<file path="src/rtl/x_mult_pkg.sv">
// Shared types and constants for the X-bus multiplier PE.
// sat_add is only referenced when X_MULT_PE_PSUM_SAT_EN is defined.
package x_mult_pkg;

  typedef enum logic [1:0] {IDLE, ACCUM, WAIT, OUT} pe_state_t;

  localparam int OP_W   = 16;
  localparam int PROD_W = 32;

  // Signed add clamped to the range of a w-bit two's-complement value (w <= 63).
  function automatic logic signed [63:0] sat_add(input logic signed [63:0] a,
                                                 input logic signed [63:0] b,
                                                 input int                 w);
    logic signed [63:0] s, hi, lo;
    s  = a + b;
    hi = (64'sd1 <<< (w - 1)) - 64'sd1;
    lo = -hi - 64'sd1;
    if (s > hi)      sat_add = hi;
    else if (s < lo) sat_add = lo;
    else             sat_add = s;
  endfunction

endpackage

</file>
<file path="src/rtl/x_operand_fifo.sv">
// Synchronous operand FIFO with registered occupancy count and async active-low reset.
// DEPTH must be a power of two; pointers wrap naturally.
module x_operand_fifo #(
  parameter int DATA_W = 16,
  parameter int DEPTH  = 4
) (
  input  logic                     clk,
  input  logic                     rst,
  input  logic                     push,
  input  logic                     pop,
  input  logic [DATA_W-1:0]        din,
  output logic [DATA_W-1:0]        dout,
  output logic                     full,
  output logic                     empty,
  output logic [$clog2(DEPTH):0]   count
);
  localparam int AW = $clog2(DEPTH);

  logic [DATA_W-1:0] mem [DEPTH];
  logic [AW-1:0]     wr_ptr, rd_ptr;
  logic              push_ok, pop_ok;

  assign full    = (count == (AW+1)'(DEPTH));
  assign empty   = (count == '0);
  assign pop_ok  = pop && !empty;
  // A push into a full FIFO is legal only when the same cycle frees a slot.
  assign push_ok = push && (!full || pop_ok);
  assign dout    = mem[rd_ptr];

  always_ff @(posedge clk or negedge rst) begin
    if (!rst) begin
      wr_ptr <= '0;
      rd_ptr <= '0;
      count  <= '0;
    end else begin
      if (push_ok) wr_ptr <= wr_ptr + 1'b1;
      if (pop_ok)  rd_ptr <= rd_ptr + 1'b1;
      case ({push_ok, pop_ok})
        2'b10:   count <= count + 1'b1;
        2'b01:   count <= count - 1'b1;
        default: count <= count;
      endcase
    end
  end

  always_ff @(posedge clk) begin
    if (push_ok) mem[wr_ptr] <= din;
  end

endmodule

</file>
<file path="src/rtl/x_mult_pe.sv">
// X-bus multiplier PE: tag-filtered operand FIFO, stationary-weight multiply, acc_len-product psum.
// Define X_MULT_PE_PSUM_SAT_EN for a saturating accumulator with a sticky psum_sat output.
//   state | meaning
//   IDLE  | waiting for the first operand of a group
//   ACCUM | popping the remaining operands of the group
//   WAIT  | all operands popped, draining multiply/accumulate pipeline
//   OUT   | psum presented until psum_ready
module x_mult_pe
  import x_mult_pkg::*;
#(
  parameter int DATA_W     = 32,
  parameter int ID_W       = 9,
  parameter int FIFO_DEPTH = 4,
  parameter int ACC_W      = 40
) (
  input  logic              clk,
  input  logic              rst,
  input  logic [ID_W-1:0]   x_id,
  input  logic              from_Xbus_enable,
  input  logic [ID_W-1:0]   from_Xbus_tag_x,
  input  logic [DATA_W-1:0] from_Xbus_value,
  output logic              to_Xbus_ready,
  input  logic              weight_load,
  input  logic [15:0]       weight_value,
  input  logic [7:0]        acc_len,
  output logic              psum_valid,
  input  logic              psum_ready,
  output logic [ACC_W-1:0]  psum_data,
  output logic              busy
`ifdef X_MULT_PE_PSUM_SAT_EN
  ,
  output logic              psum_sat
`endif
);
  localparam int CNT_W = $clog2(FIFO_DEPTH) + 1;

  pe_state_t                state_q, state_d;
  logic [ID_W-1:0]          x_id_q;
  logic signed [OP_W-1:0]   weight_q, op_q;
  logic signed [PROD_W-1:0] prod_q;
  logic signed [ACC_W-1:0]  acc_q, acc_next, prod_ext;
  logic                     op_v, prod_v;
  logic                     push, pop, grp_start, psum_take;
  logic                     fifo_full, fifo_empty;
  logic [OP_W-1:0]          fifo_dout;
  logic [CNT_W-1:0]         fifo_count;
  logic [7:0]               len_q, cnt_q;
  logic                     unused_value_hi;

  assign unused_value_hi = ^from_Xbus_value[DATA_W-1:OP_W];

  assign to_Xbus_ready = !fifo_full;
  assign push = from_Xbus_enable && (from_Xbus_tag_x == x_id_q) && to_Xbus_ready;
  assign busy = (state_q != IDLE) || (fifo_count != '0) || op_v || prod_v;
  assign psum_data = psum_valid ? acc_q : '0;

  x_operand_fifo #(
    .DATA_W (OP_W),
    .DEPTH  (FIFO_DEPTH)
  ) u_fifo (
    .clk   (clk),
    .rst   (rst),
    .push  (push),
    .pop   (pop),
    .din   (from_Xbus_value[OP_W-1:0]),
    .dout  (fifo_dout),
    .full  (fifo_full),
    .empty (fifo_empty),
    .count (fifo_count)
  );

  always_comb begin
    state_d    = state_q;
    pop        = 1'b0;
    grp_start  = 1'b0;
    psum_valid = 1'b0;
    psum_take  = 1'b0;
    case (state_q)
      IDLE: begin
        if (!fifo_empty) begin
          pop       = 1'b1;
          grp_start = 1'b1;
          state_d   = (acc_len <= 8'd1) ? WAIT : ACCUM;
        end
      end
      ACCUM: begin
        if (!fifo_empty) begin
          pop = 1'b1;
          if (cnt_q + 8'd1 == len_q) state_d = WAIT;
        end
      end
      WAIT: begin
        if (!op_v && !prod_v) state_d = OUT;
      end
      OUT: begin
        psum_valid = 1'b1;
        if (psum_ready) begin
          psum_take = 1'b1;
          state_d   = IDLE;
        end
      end
      default: state_d = IDLE;
    endcase
  end

`ifdef X_MULT_PE_PSUM_SAT_EN
  logic signed [63:0] sum_sat;
  logic               acc_ovf;

  always_comb begin
    prod_ext = ACC_W'(prod_q);
    sum_sat  = sat_add(64'(acc_q), 64'(prod_ext), ACC_W);
    acc_next = sum_sat[ACC_W-1:0];
    acc_ovf  = (sum_sat != (64'(acc_q) + 64'(prod_ext)));
  end

  always_ff @(posedge clk or negedge rst) begin
    if (!rst)                   psum_sat <= 1'b0;
    else if (psum_take)         psum_sat <= 1'b0;
    else if (prod_v && acc_ovf) psum_sat <= 1'b1;
  end
`else
  always_comb begin
    prod_ext = ACC_W'(prod_q);
    acc_next = acc_q + prod_ext;
  end
`endif

  always_ff @(posedge clk or negedge rst) begin
    if (!rst) begin
      state_q  <= IDLE;
      x_id_q   <= '0;
      weight_q <= '0;
      op_q     <= '0;
      op_v     <= 1'b0;
      prod_q   <= '0;
      prod_v   <= 1'b0;
      acc_q    <= '0;
      len_q    <= 8'd1;
      cnt_q    <= '0;
    end else begin
      state_q <= state_d;
      x_id_q  <= x_id;
      if (weight_load && !busy) weight_q <= weight_value;
      op_v   <= pop;
      if (pop) op_q <= fifo_dout;
      prod_v <= op_v;
      if (op_v) prod_q <= PROD_W'(op_q) * PROD_W'(weight_q);
      if (grp_start) begin
        len_q <= (acc_len == 8'd0) ? 8'd1 : acc_len;
        cnt_q <= 8'd1;
      end else if (pop) begin
        cnt_q <= cnt_q + 8'd1;
      end
      if (grp_start || psum_take) acc_q <= '0;
      else if (prod_v)            acc_q <= acc_next;
    end
  end

endmodule
</file>
<file path="config.mk">
export PLATFORM = sky130hd
export DESIGN_NAME = x_mult_pe
export DESIGN_NICKNAME = d
export VERILOG_FILES = /design/src/rtl/x_mult_pkg.sv /design/src/rtl/x_operand_fifo.sv /design/src/rtl/x_mult_pe.sv
export SDC_FILE = /design/constraint.sdc
export NUM_CORES = 1
export LEC_CHECK = 0
export CAP_MARGIN = 20
export CORE_ASPECT_RATIO = 0.75
export CORE_UTILIZATION = 50
export DETAILED_ROUTE_END_ITERATION = 10
export DONT_BUFFER_PORTS = 1
export PLACE_DENSITY = 0.69
export SETUP_SLACK_MARGIN = 0.05
export SLEW_MARGIN = 40
export SYNTH_ARGS = -nofsm -noshare
export SYNTH_HDL_FRONTEND = slang
export SYNTH_SLANG_ARGS = --single-unit
</file>
<file path="constraint.sdc">
create_clock -name clk -period 11.6 [get_ports clk]
set_input_delay 1.16 -clock clk [delete_from_list [all_inputs] [get_ports clk]]
set_output_delay 1.16 -clock clk [all_outputs]
set_load 0.01 [all_outputs]
</file>
==> results <==
- The flow ran to the end, and the final reports show no timing, DRC or antenna violations.
- The maximum root-to-sink buffer count is 3.
- The post-detailed-route wirelength per cell is 17.18 µm.
- The first global-routing pass estimated 73.91 mm of wire.
- 0 antenna diodes ended up in the layout.
- Measured along the x axis, the die boundary spans 234.3 µm.
- The worst path meets setup with 5132 ps of slack.
- Before CTS, the worst setup slack after placement is 5217 ps.
- The final number of setup-violating endpoints is 0.
- 122 I/O pins were placed.
- The detailed-router iteration count before antenna repair is 8.
- The worst setup path startpoint is weight_q[1]$_DFFE_PN0P_.
- The setup TNS after final layout is 0 ps.
- The total nets after synthesis is 2,487.
- The class of the tightest hold or removal check is in2async.
- Wires add up to 43.13 mm.
- Measured against its own limit, the worst slew margin works out to 0.4427.
- Hold repair after CTS inserted 0 buffers.
- TritonCTS built the clock tree.
- The top cell types in the final layout, fill and taps aside, are 306 x inv_1, 264 x fa_1, 256 x nand2_1.
- The post-layout minimum cycle time is 6468 ps.
- Counting distinct cell types in the post-synthesis netlist gives 75.
- In this run the number of H-tree levels came out at 1.
- The via count of the first global-routing pass was 14,755.
- The primary flip-flop cell chosen by synthesis mapping is dfrtp_1.
- Summing all flip-flop and latch instances after layout gives 5429 µm².
- The floorplan has 63 rows.
- The cell area that synthesis handed to floorplanning was 20,230 µm².
- The area of the die is 41,270 µm².
- The total placed instance area is 20,650 µm².
- Entering global routing, the biggest net connects 141 pins.
- The final count of hold timing violations is 0.
- The met1 wire length is 19.65 mm.
- The final critical-path share of the clock period is 0.5576.
- Wire segments on met2 add up to 20.72 mm in the final route.
- The initial cell density of the core is 0.5092.
- Post-CTS timing repair inserted 0 buffers for setup.
- The post-CTS resize count is 0.
- In this run, synthesis produced a sequential element count of 204.
- The top routing layer in use is met4.
- The largest fanout on the critical path is 17.
- The count of antenna-violating nets left after detailed routing is 0.
- At the pin with the least slew margin, the transition time is 835.9 ps.
- The portion of the post-synthesis area used by sequential elements is 0.2683.
- Counting every instance in the synthesized netlist gives 2,013.
- After synthesis, the share of flip-flops with an asynchronous set or reset is 0.6863.
- The mean number of vias per cell is 5.515.
- The number of warning messages in the yosys log is 0.
- The number of antenna violations at the first check in global routing is 0.
- The total number of vias is 13,842.
- The kind of end point of the critical path is a register.
- After detailed routing, the met3 layer carries 2.051 mm of wire.
- The max-slew violation count is 0.
- The worst reg-to-reg path cell count is 18.
- The synthesized area per cell is 10.05 µm².
- The clock drives 204 sinks.
- The number of enable-type register cells in the synthesized netlist is 64.
- The number of buffers added by the clock tree synthesis step is 23.
- The number of filler instances in the final layout is 3,534.
- The post-detailed-placement half-perimeter wirelength is 33.02 mm.
- Routability-driven placement finished with a final weighted congestion of 0.8955.
- Summed over all layers, the global routing overflow is 0.
- The vertical die dimension is 176.2 µm.
- The clock arrives with 20.64 ps of skew.
- The clock latency reported for the late side of the worst-skew pair is 540 ps.
- Setup repair after global routing left no endpoint under its margin.
- The total routing usage reported by global routing is 0.2242.
- The classification of the worst setup path is reg2reg.
- The number of buffers inserted by port buffering is 0.
- The last element of the critical path is prod_q[27]$_DFFE_PN0P_.
- The most frequent standard cell in the layout excluding fill and tap cells is inv_1.
- The sort of element at the start of the critical path is a register.
- From synthesis to final layout, the design area changed by 6.241%.
- The iteration-0 DRC count of the detailed router is 829.
- The number of nets in the final layout is 2,448.
- The share of cells above drive strength 1 is 0.06935.
- At the worst endpoint, the required time is 12,060 ps.
- For flop-to-flop paths, the worst setup slack is 5130 ps.
- The worst register-to-register path begins at weight_q[1]$_DFFE_PN0P_.
- The multi-input logic area is 13,390 µm².
- The number of maximum-capacitance constraint violations is 0.
- At the worst endpoint, the arrival time is 6930 ps.
- The post-route cell area is 21,490 µm².
- The number of remaining DRC errors is 0.
- The clock input transition at the sequential cells of the worst setup and hold paths is 70 ps.
- The placeable core region is 39,730 µm².
- The end of the worst register-to-register path is prod_q[27]$_DFFE_PN0P_.
- For this run, the top clock speed supported by timing is 154.6 MHz.
- The tree is rooted in a clkbuf_16.
## sequential cells by signal (all words and copies together) (netlist names), 3 cells and up
signal / count
u_fifo.mem: 64
acc_q: 40
prod_q: 32
op_q: 16
weight_q: 16
x_id_q: 9
cnt_q: 8
len_q: 8
u_fifo.count: 3
## metal layers
| metal | track usage | up-vias |
|---|---|---|
| met5 | 0 | - |
| met4 | 0.04275 | 0 |
| met3 | 0.03004 | 57 |
| met2 | 0.3754 | 334 |
| met1 | 0.3133 | 7028 |
| li1 | - | 6423 |
## cell usage after synthesis, types with 7 or more instances
master    instances  share of area
a211oi_1          8         0.0030
a21o_1           28          0.010
a21oi_1          76          0.019
a31oi_1          10         0.0031
and2_1          174          0.054
and3_1            7         0.0022
buf_2             8         0.0020
clkbuf_1         57          0.011
dfrtp_1         139           0.17
edfxtp_1         64          0.095
fa_1            264           0.26
ha_1            131          0.081
inv_1           306          0.057
mux2_2           45          0.025
mux4_2           16          0.018
nand2_1         256          0.048
nand2b_1         10         0.0031
nand3_1          27         0.0067
nand4_1          11         0.0034
nor2_1           54          0.010
nor2b_1           8         0.0025
nor3_1           25         0.0062
o21a_1           13         0.0048
o21ai_0          78          0.019
o21bai_1         12         0.0045
xnor2_1          58          0.025
xor2_1           30          0.013
## area by class of cell
type / instances / share of cell area
inverters: 308 / 0.05380
well taps: 520 / 0.03027
multi-input cells: 1432 / 0.6229
repair buffers: 5 / 0.001747
clock inverters: 14 / 0.01025
clock buffers: 27 / 0.02841
flip-flops and latches: 204 / 0.2526
## logic make-up (layout without fill, tap and decap cells)
kind of cell / count (synthesis) / after routing / synth area share
XOR/XNOR: 88 / 88 / 0.03810
AND/OR/NAND/NOR: 606 / 606 / 0.1487
buffers and inverters: 377 / 354 / 0.07082
AO/OA/AOI/OAI: 276 / 276 / 0.08592
multiplexers: 67 / 67 / 0.04590
adder cells (fa/ha/maj): 395 / 395 / 0.3423
flip-flops: 204 / 204 / 0.2683
## worst min path at each step
stage	endpoint	cells past startpoint
after global placement	len_q[0]$_DFFE_PN1P_	2
after detailed placement	prod_q[26]$_DFFE_PN0P_	2
final	weight_q[6]$_DFFE_PN0P_	0
after floorplan	prod_v$_DFF_PN0_	0
after CTS	weight_q[6]$_DFFE_PN0P_	0
after global routing	u_fifo.rd_ptr[0]$_DFFE_PN0P_	0
## worst max-delay path: stages, from the launching register on
cell	delay [ps]
dfrtp_1	710
nand2_1	200
inv_1	170
fa_1	540
fa_1	870
fa_1	540
fa_1	520
fa_1	490
inv_1	50
fa_1	470
inv_1	40
ha_1	370
nand3_1	140
nor2_1	220
nand4_1	220
nand3_1	210
a21oi_1	110
or3_1	330
a31oi_1	170
## through the flow
stage                       util  std cells  hold WS [ps]
after detailed placement  0.5198       2469         493.0
after floorplan                -       2013         372.7
after global placement    0.5197       2469         478.8
after CTS                 0.5407       2510         289.7
after global routing      0.5409       2510         286.4
final                     0.5409       2510         314.2
Power is left out: the tool's default activity adds up to more than one toggle a clock period on the data nets, which glitch-free logic cannot reach.
==> patch 1 (same flow settings) <==
Build with the macro `X_MULT_PE_PSUM_SAT_EN` defined.
--- a/src/rtl/x_mult_pe.sv
+++ b/src/rtl/x_mult_pe.sv
@@ -5,6 +5,8 @@
 //   ACCUM | popping the remaining operands of the group
 //   WAIT  | all operands popped, draining multiply/accumulate pipeline
 //   OUT   | psum presented until psum_ready
+`define X_MULT_PE_PSUM_SAT_EN
+
 module x_mult_pe
   import x_mult_pkg::*;
 #(
Check against the original RTL (old outputs only; new: psum_sat): same outputs for any inputs over 4 cycles, from zero or initial values and one cycle with rst low; that may be too few to reach the edited logic, so the function may still have changed.
==> patch 1 against the unedited design <==
Sequential cell count up 1. Setup slack worse by 0.71 ns. Cell count up 0.48%. Sequential share of layout area down 0.27 points. Routed wire length up 8.4%. Global-route usage up 1.5 points. Count of clock-buffer cells in the layout down 1. Area after synthesis up 1.4%. Final area up 1.6%. Largest cell class unchanged. Highest routed layer unchanged.
Power is left out: the tool's default activity adds up to more than one toggle a clock period on the data nets, which glitch-free logic cannot reach.
==> patch 1: results (changes against the unedited design) <==
Min path
  • Hold WC Path Type: in -> async

Synthesis
  • Ys flop type: dfrtp_1
  • Async SR Flop Fraction: 68.8% (+0.15 points)
  • Ranking of synthesized cells by area: fa_1 (26%), dfrtp_1 (17%), edfxtp_1 (9.4%)
  • Post-synth cell types: 77 (+2.7%)
  • Yosys warns: 0 (unchanged)
  • Synth cell count leaders: inv_1 (312), fa_1 (264), nand2_1 (243), and2_1 (163), dfrtp_1 (140)
  • EDFF count, synth: 64 (unchanged)
  • Sequential-to-total area share from yosys stat: 26.6% (-0.26 points)

Global route
  • Initial antenna violation count: 1 (+1)
  • Largest net degree at the start of global routing: 142 (+0.71%)
  • Vias in the first global route: 15,100 (+2.4%)
  • First-pass GRT wire length: 79,200 um (+7.2%)
  • Global route overflow: 0 (unchanged)
  • Gr usage total: 23.9% (+1.5 points)

Finish
  • ClkCell Share: 3.84% (-0.027 points)
  • Non-clock buffer share: 0.693% (+0.52 points)
  • Largest registers: u_fifo.mem (64), acc_q (40), prod_q (32)
  • Multi-input gate share of total cell area: 62.1% (-0.21 points)
  • Non-clk bufs: 16 (+11)
  • Clock buffer count: 26 (-3.7%)
  • Multi-In Gates: 1,423 (-0.63%)
  • Seq Cell Count: 205 (+0.49%)
  • # nets final: 2,457 (+0.37%)
  • Antenna cell count: 3 (+3)
  • Top class by area: multi-input gates
  • Register area: 5460 um2 (+0.51%)
  • Invs w/o clock: 313 (+1.6%)
  • Layout cell share with drive strength beyond 1: 7.35% (+0.42 points)
  • Filler cells: 3,494 (-1.1%)

Clock network
  • CTS tree: done
  • CTS resizes: 0 (unchanged)
  • Clock Path Buffers: 3 (unchanged)
  • Root buf cell: clkbuf_16
  • Number of buffers created by CTS: 23 (unchanged)
  • CTS HTree Levels: 1 (unchanged)
  • Worst-path clk slew: 0.07 ns (about the same)
  • Setup bufs post-CTS: 0 (unchanged)
  • Clk Latency, worst-skew pair: 0.54 ns (about the same)

Outcome
  • Status: finished clean

Placed design
  • Pre-CTS setup slack: 4.59 ns (-0.623 ns)
  • Gp weighted congestion: 0.934 (+4.3%)
  • Post-DP HPWL: 36,000 um (+9.2%)
  • PortBufs: 0 (unchanged)

Critical path
  • Largest stage delay, worst path: 0.89 ns (+0.02 ns)
  • Top cell family by delay on the critical path: adder cells
  • CP Max Fanout: 17 (unchanged)
  • Worst EP arrival: 7.60 ns (+0.67 ns)
  • Crit-path slowest cell: dfrtp_1

Timing
  • Tightest Pin Transition: 0.867 ns (+0.0308 ns)
  • Setup Skew: 0.0203 ns (-0.000339 ns)
  • Hold violation count in the final report: 0 (unchanged)

Route
  • Via count: 14,100 (+2.0%)
  • Initial DRC Count: 952 (+15%)
  • DRT Pass-1 Iters: 5 (-3)
  • Final ANT Viol Nets: 0 (unchanged)
  • Routed WL: 46,700 um (+8.4%)
patch 1: cell types whose count changed in the layout (fill, tap and decap cells not counted), sizes merged, moves of 7 or more:
cell,unedited run,this run
and2,174,163
o21a,13,5
nand2b,10,17
o21ai,86,60
nand2,257,246
xnor2,58,66
buf,5,16
nor2,54,62
a221o,0,37
patch 1: kinds of logic (layout without fill, tap and decap cells):
group | count (synthesis) | after routing | share of synthesized area, %
AOI/OAI and AO/OA | 282 | 282 | 9.38
xor gates and xnor gates | 99 | 99 | 4.32
adders and majority gates | 398 | 398 | 33.9
buffers and inverters | 389 | 371 | 7.44
DFF | 205 | 205 | 26.6
muxes | 69 | 69 | 4.64
other | 0 | 3 | 0
and+or+nand+nor | 575 | 575 | 13.8
patch 1: final timing paths:
check                            startpoint    endpoint  slack [ns]  depth (start not counted)
worst min register to register     len_q[0]    len_q[0]        0.49                          2
worst min-delay path                    rst   acc_q[10]        0.32                          0
worst max register to register  weight_q[1]  prod_q[24]        4.42                         21
worst max-delay path            weight_q[1]  prod_q[24]        4.42                         21
max in group asynchronous               rst    len_q[0]       10.94                          0
min in group clk                   len_q[0]    len_q[0]        0.49                          2
patch 1: routing by layer:
| layer | GRT usage [%] | share of wire, % |
|---|---|---|
| met2 | 37.1 | 44 |
| met5 | 0 | 0 |
| met3 | 4.65 | 6.3 |
| met1 | 34.3 | 47 |
| met4 | 6.18 | 2.5 |
patch 1: metrics by stage:
stage,hold slack (ns),instances,cell area [um2]
finish,0.321,2522,21800
global route,0.294,2520,21800
CTS,0.300,2518,21800
detailed placement,0.493,2476,21000
global placement,0.478,2474,20900
floorplan,0.388,2017,20500
==> patch 2 (config.mk and constraints unchanged) <==
Without the edit above. Re-encode `pe_state_t` (4 states) as Gray code, 2 bits wide.
--- a/src/rtl/x_mult_pkg.sv
+++ b/src/rtl/x_mult_pkg.sv
@@ -2,7 +2,7 @@
 // sat_add is only referenced when X_MULT_PE_PSUM_SAT_EN is defined.
 package x_mult_pkg;
 
-  typedef enum logic [1:0] {IDLE, ACCUM, WAIT, OUT} pe_state_t;
+  typedef enum logic [1:0] {IDLE = 2'b00, ACCUM = 2'b01, WAIT = 2'b11, OUT = 2'b10} pe_state_t;
 
   localparam int OP_W   = 16;
   localparam int PROD_W = 32;
Behaviour: no difference found for any inputs over 4 cycles, from zero or initial values and one cycle with rst low; so few cycles prove little.
==> patch 2 against the unedited design <==
Count of clock-buffer cells in the layout shrank 1. Area after synthesis shrank 1.2%. Synthesized cell count decreased by 4.0%. Routed wire length shrank 2.1%. Setup slack lost 0.48 ns. Sequential cell count unchanged. Final area down 1.6%.
Power is left out: it rests on default switching activity, and per cell area and clock period it moved more than threefold.
==> patch 2: results (changes against the unedited design) <==
Placed design
  • Pre-CTS setup slack: 4.68 ns (-0.539 ns)
  • PortBufs: 0 (unchanged)
  • Post-DP HPWL: 32,500 um (-1.7%)
  • Gp weighted congestion: 0.866 (-3.3%)

Synthesis
  • Ys flop type: dfrtp_1
  • Net Count, Synth: 2,402 (-3.4%)
  • Xor-xnor portion of the synthesized cell area: 4.07% (+0.26 points)
  • Mux share of post-synthesis cell area: 5.85% (+1.3 points)
  • Yosys warns: 0 (unchanged)
  • Ranking of synthesized cells by area: fa_1 (26%), dfrtp_1 (17%), edfxtp_1 (9.6%)
  • EDFF count, synth: 64 (unchanged)
  • Sequential-to-total area share from yosys stat: 27.1% (+0.32 points)
  • Synth cell count leaders: inv_1 (305), fa_1 (264), nand2_1 (203), and2_1 (170), dfrtp_1 (139)
  • Adder-cell share of the synthesized area: 34.4% (+0.16 points)
  • Complex-gate fraction of the synthesized area: 8.04% (-0.55 points)
  • Async SR Flop Fraction: 68.6% (unchanged)
  • Post-synth cell types: 70 (-6.7%)

Outcome
  • Status: finished clean

Clock network
  • Worst-path clk slew: 0.07 ns (about the same)
  • Clock Path Buffers: 3 (unchanged)
  • Root buf cell: clkbuf_16
  • Clk Latency, worst-skew pair: 0.52 ns (-0.02 ns)
  • CTS resizes: 0 (unchanged)
  • Number of buffers created by CTS: 21 (-8.7%)
  • CTS HTree Levels: 1 (unchanged)
  • Setup bufs post-CTS: 0 (unchanged)

Timing
  • Tightest Pin Transition: 0.832 ns (-0.00404 ns)
  • Worst hold slack: 0.350 ns (+0.0359 ns)
  • Setup Skew: 0.0279 ns (+0.00730 ns)

Critical path
  • Register-to-Register Path Depth: 22 (+4)
  • Crit-path slowest cell: dfrtp_1
  • Largest stage delay, worst path: 0.80 ns (-0.07 ns)
  • Worst EP arrival: 7.36 ns (+0.43 ns)
  • CP Max Fanout: 17 (unchanged)
  • R2R setup slack: 4.65 ns (-0.48 ns)
  • FF-to-FF End: prod_q[30]

Global route
  • First-pass GRT wire length: 71,600 um (-3.1%)
  • Largest net degree at the start of global routing: 141 (unchanged)
  • Initial antenna violation count: 0 (unchanged)
  • Gr usage total: 22.0% (-0.38 points)
  • Vias in the first global route: 14,100 (-4.1%)

Route
  • Via count: 13,300 (-4.2%)
  • DR WL/cell: 17.4 um (+1.1%)
  • DRT Pass-1 Iters: 6 (-2)
  • Initial DRC Count: 751 (-9.4%)

Min path
  • Hold WC Path Type: in -> async

Finish
  • Largest registers: u_fifo.mem (64), acc_q (40), prod_q (32)
  • Layout cell share with drive strength beyond 1: 7.02% (+0.085 points)
  • Filler cells: 3,455 (-2.2%)

Die
  • Core area: 39,500 um2 (-0.60%)
[patch 2: cell types whose count changed after synthesis, sizes merged, moves of 6 or more]
cell,before,now
a21o,28,49
a21oi,78,67
buf,12,5
nand2,257,203
nand3,30,24
nor2,54,84
o21a,13,6
nand2b,10,17
nor3,25,11
mux2i,5,29
clkbuf,57,63
xnor2,58,64
o21ai,86,41
[patch 2: cells by family after synthesis]
family          Yosys count
buf+inv                 374
flops                   204
xor+xnor                 93
mux                      91
simple gates            549
compound gates          230
fa+ha+maj               391
[patch 2: area by class of cell]
type,instances,area (um2),area share [%]
flip-flops and latches,204,5430,25.7
clock inverters,12,124,0.586
repair buffers,7,52.6,0.249
well taps,520,651,3.08
diodes,1,2.50,0.0118
inverters,306,1150,5.43
clock buffers,26,564,2.67
multi-input cells,1354,13200,62.3
[patch 2: per-stage QoR]
step | instance area (um2) | std cells
final | 21100 | 2430
after detailed placement | 20400 | 2391
after global routing | 21100 | 2429
after CTS | 21100 | 2429
after global placement | 20400 | 2391
after floorplan | 20000 | 1932
[patch 2: worst max-delay path: cells and delay by family (launching register included)]
kind | cells | cell delay (ns)
buf+inv | 3 | 0.16
simple gates | 1 | 0.17
compound gates | 10 | 2.17
fa+ha+maj | 7 | 3.43
flops | 1 | 0.80
mux | 1 | 0.13
[patch 2: worst max-delay path by stage]
stage | endpoint | slack (ns) | cells after the start
after floorplan | prod_q[30] | 5.32 | 23
after global placement | prod_q[30] | 4.76 | 22
after detailed placement | prod_q[30] | 4.68 | 22
after CTS | prod_q[30] | 4.68 | 22
after global routing | prod_q[30] | 4.28 | 22
final | prod_q[30] | 4.65 | 22
[patch 2: per-layer routing]
metal | up-vias | track usage [%] | wire (um)
met5 | - | 0 | 0
met4 | 0 | 5.31 | 838
met3 | 69 | 4.08 | 2310
met2 | 317 | 35.9 | 19800
met1 | 6754 | 30.5 | 19300
li1 | 6122 | - | -
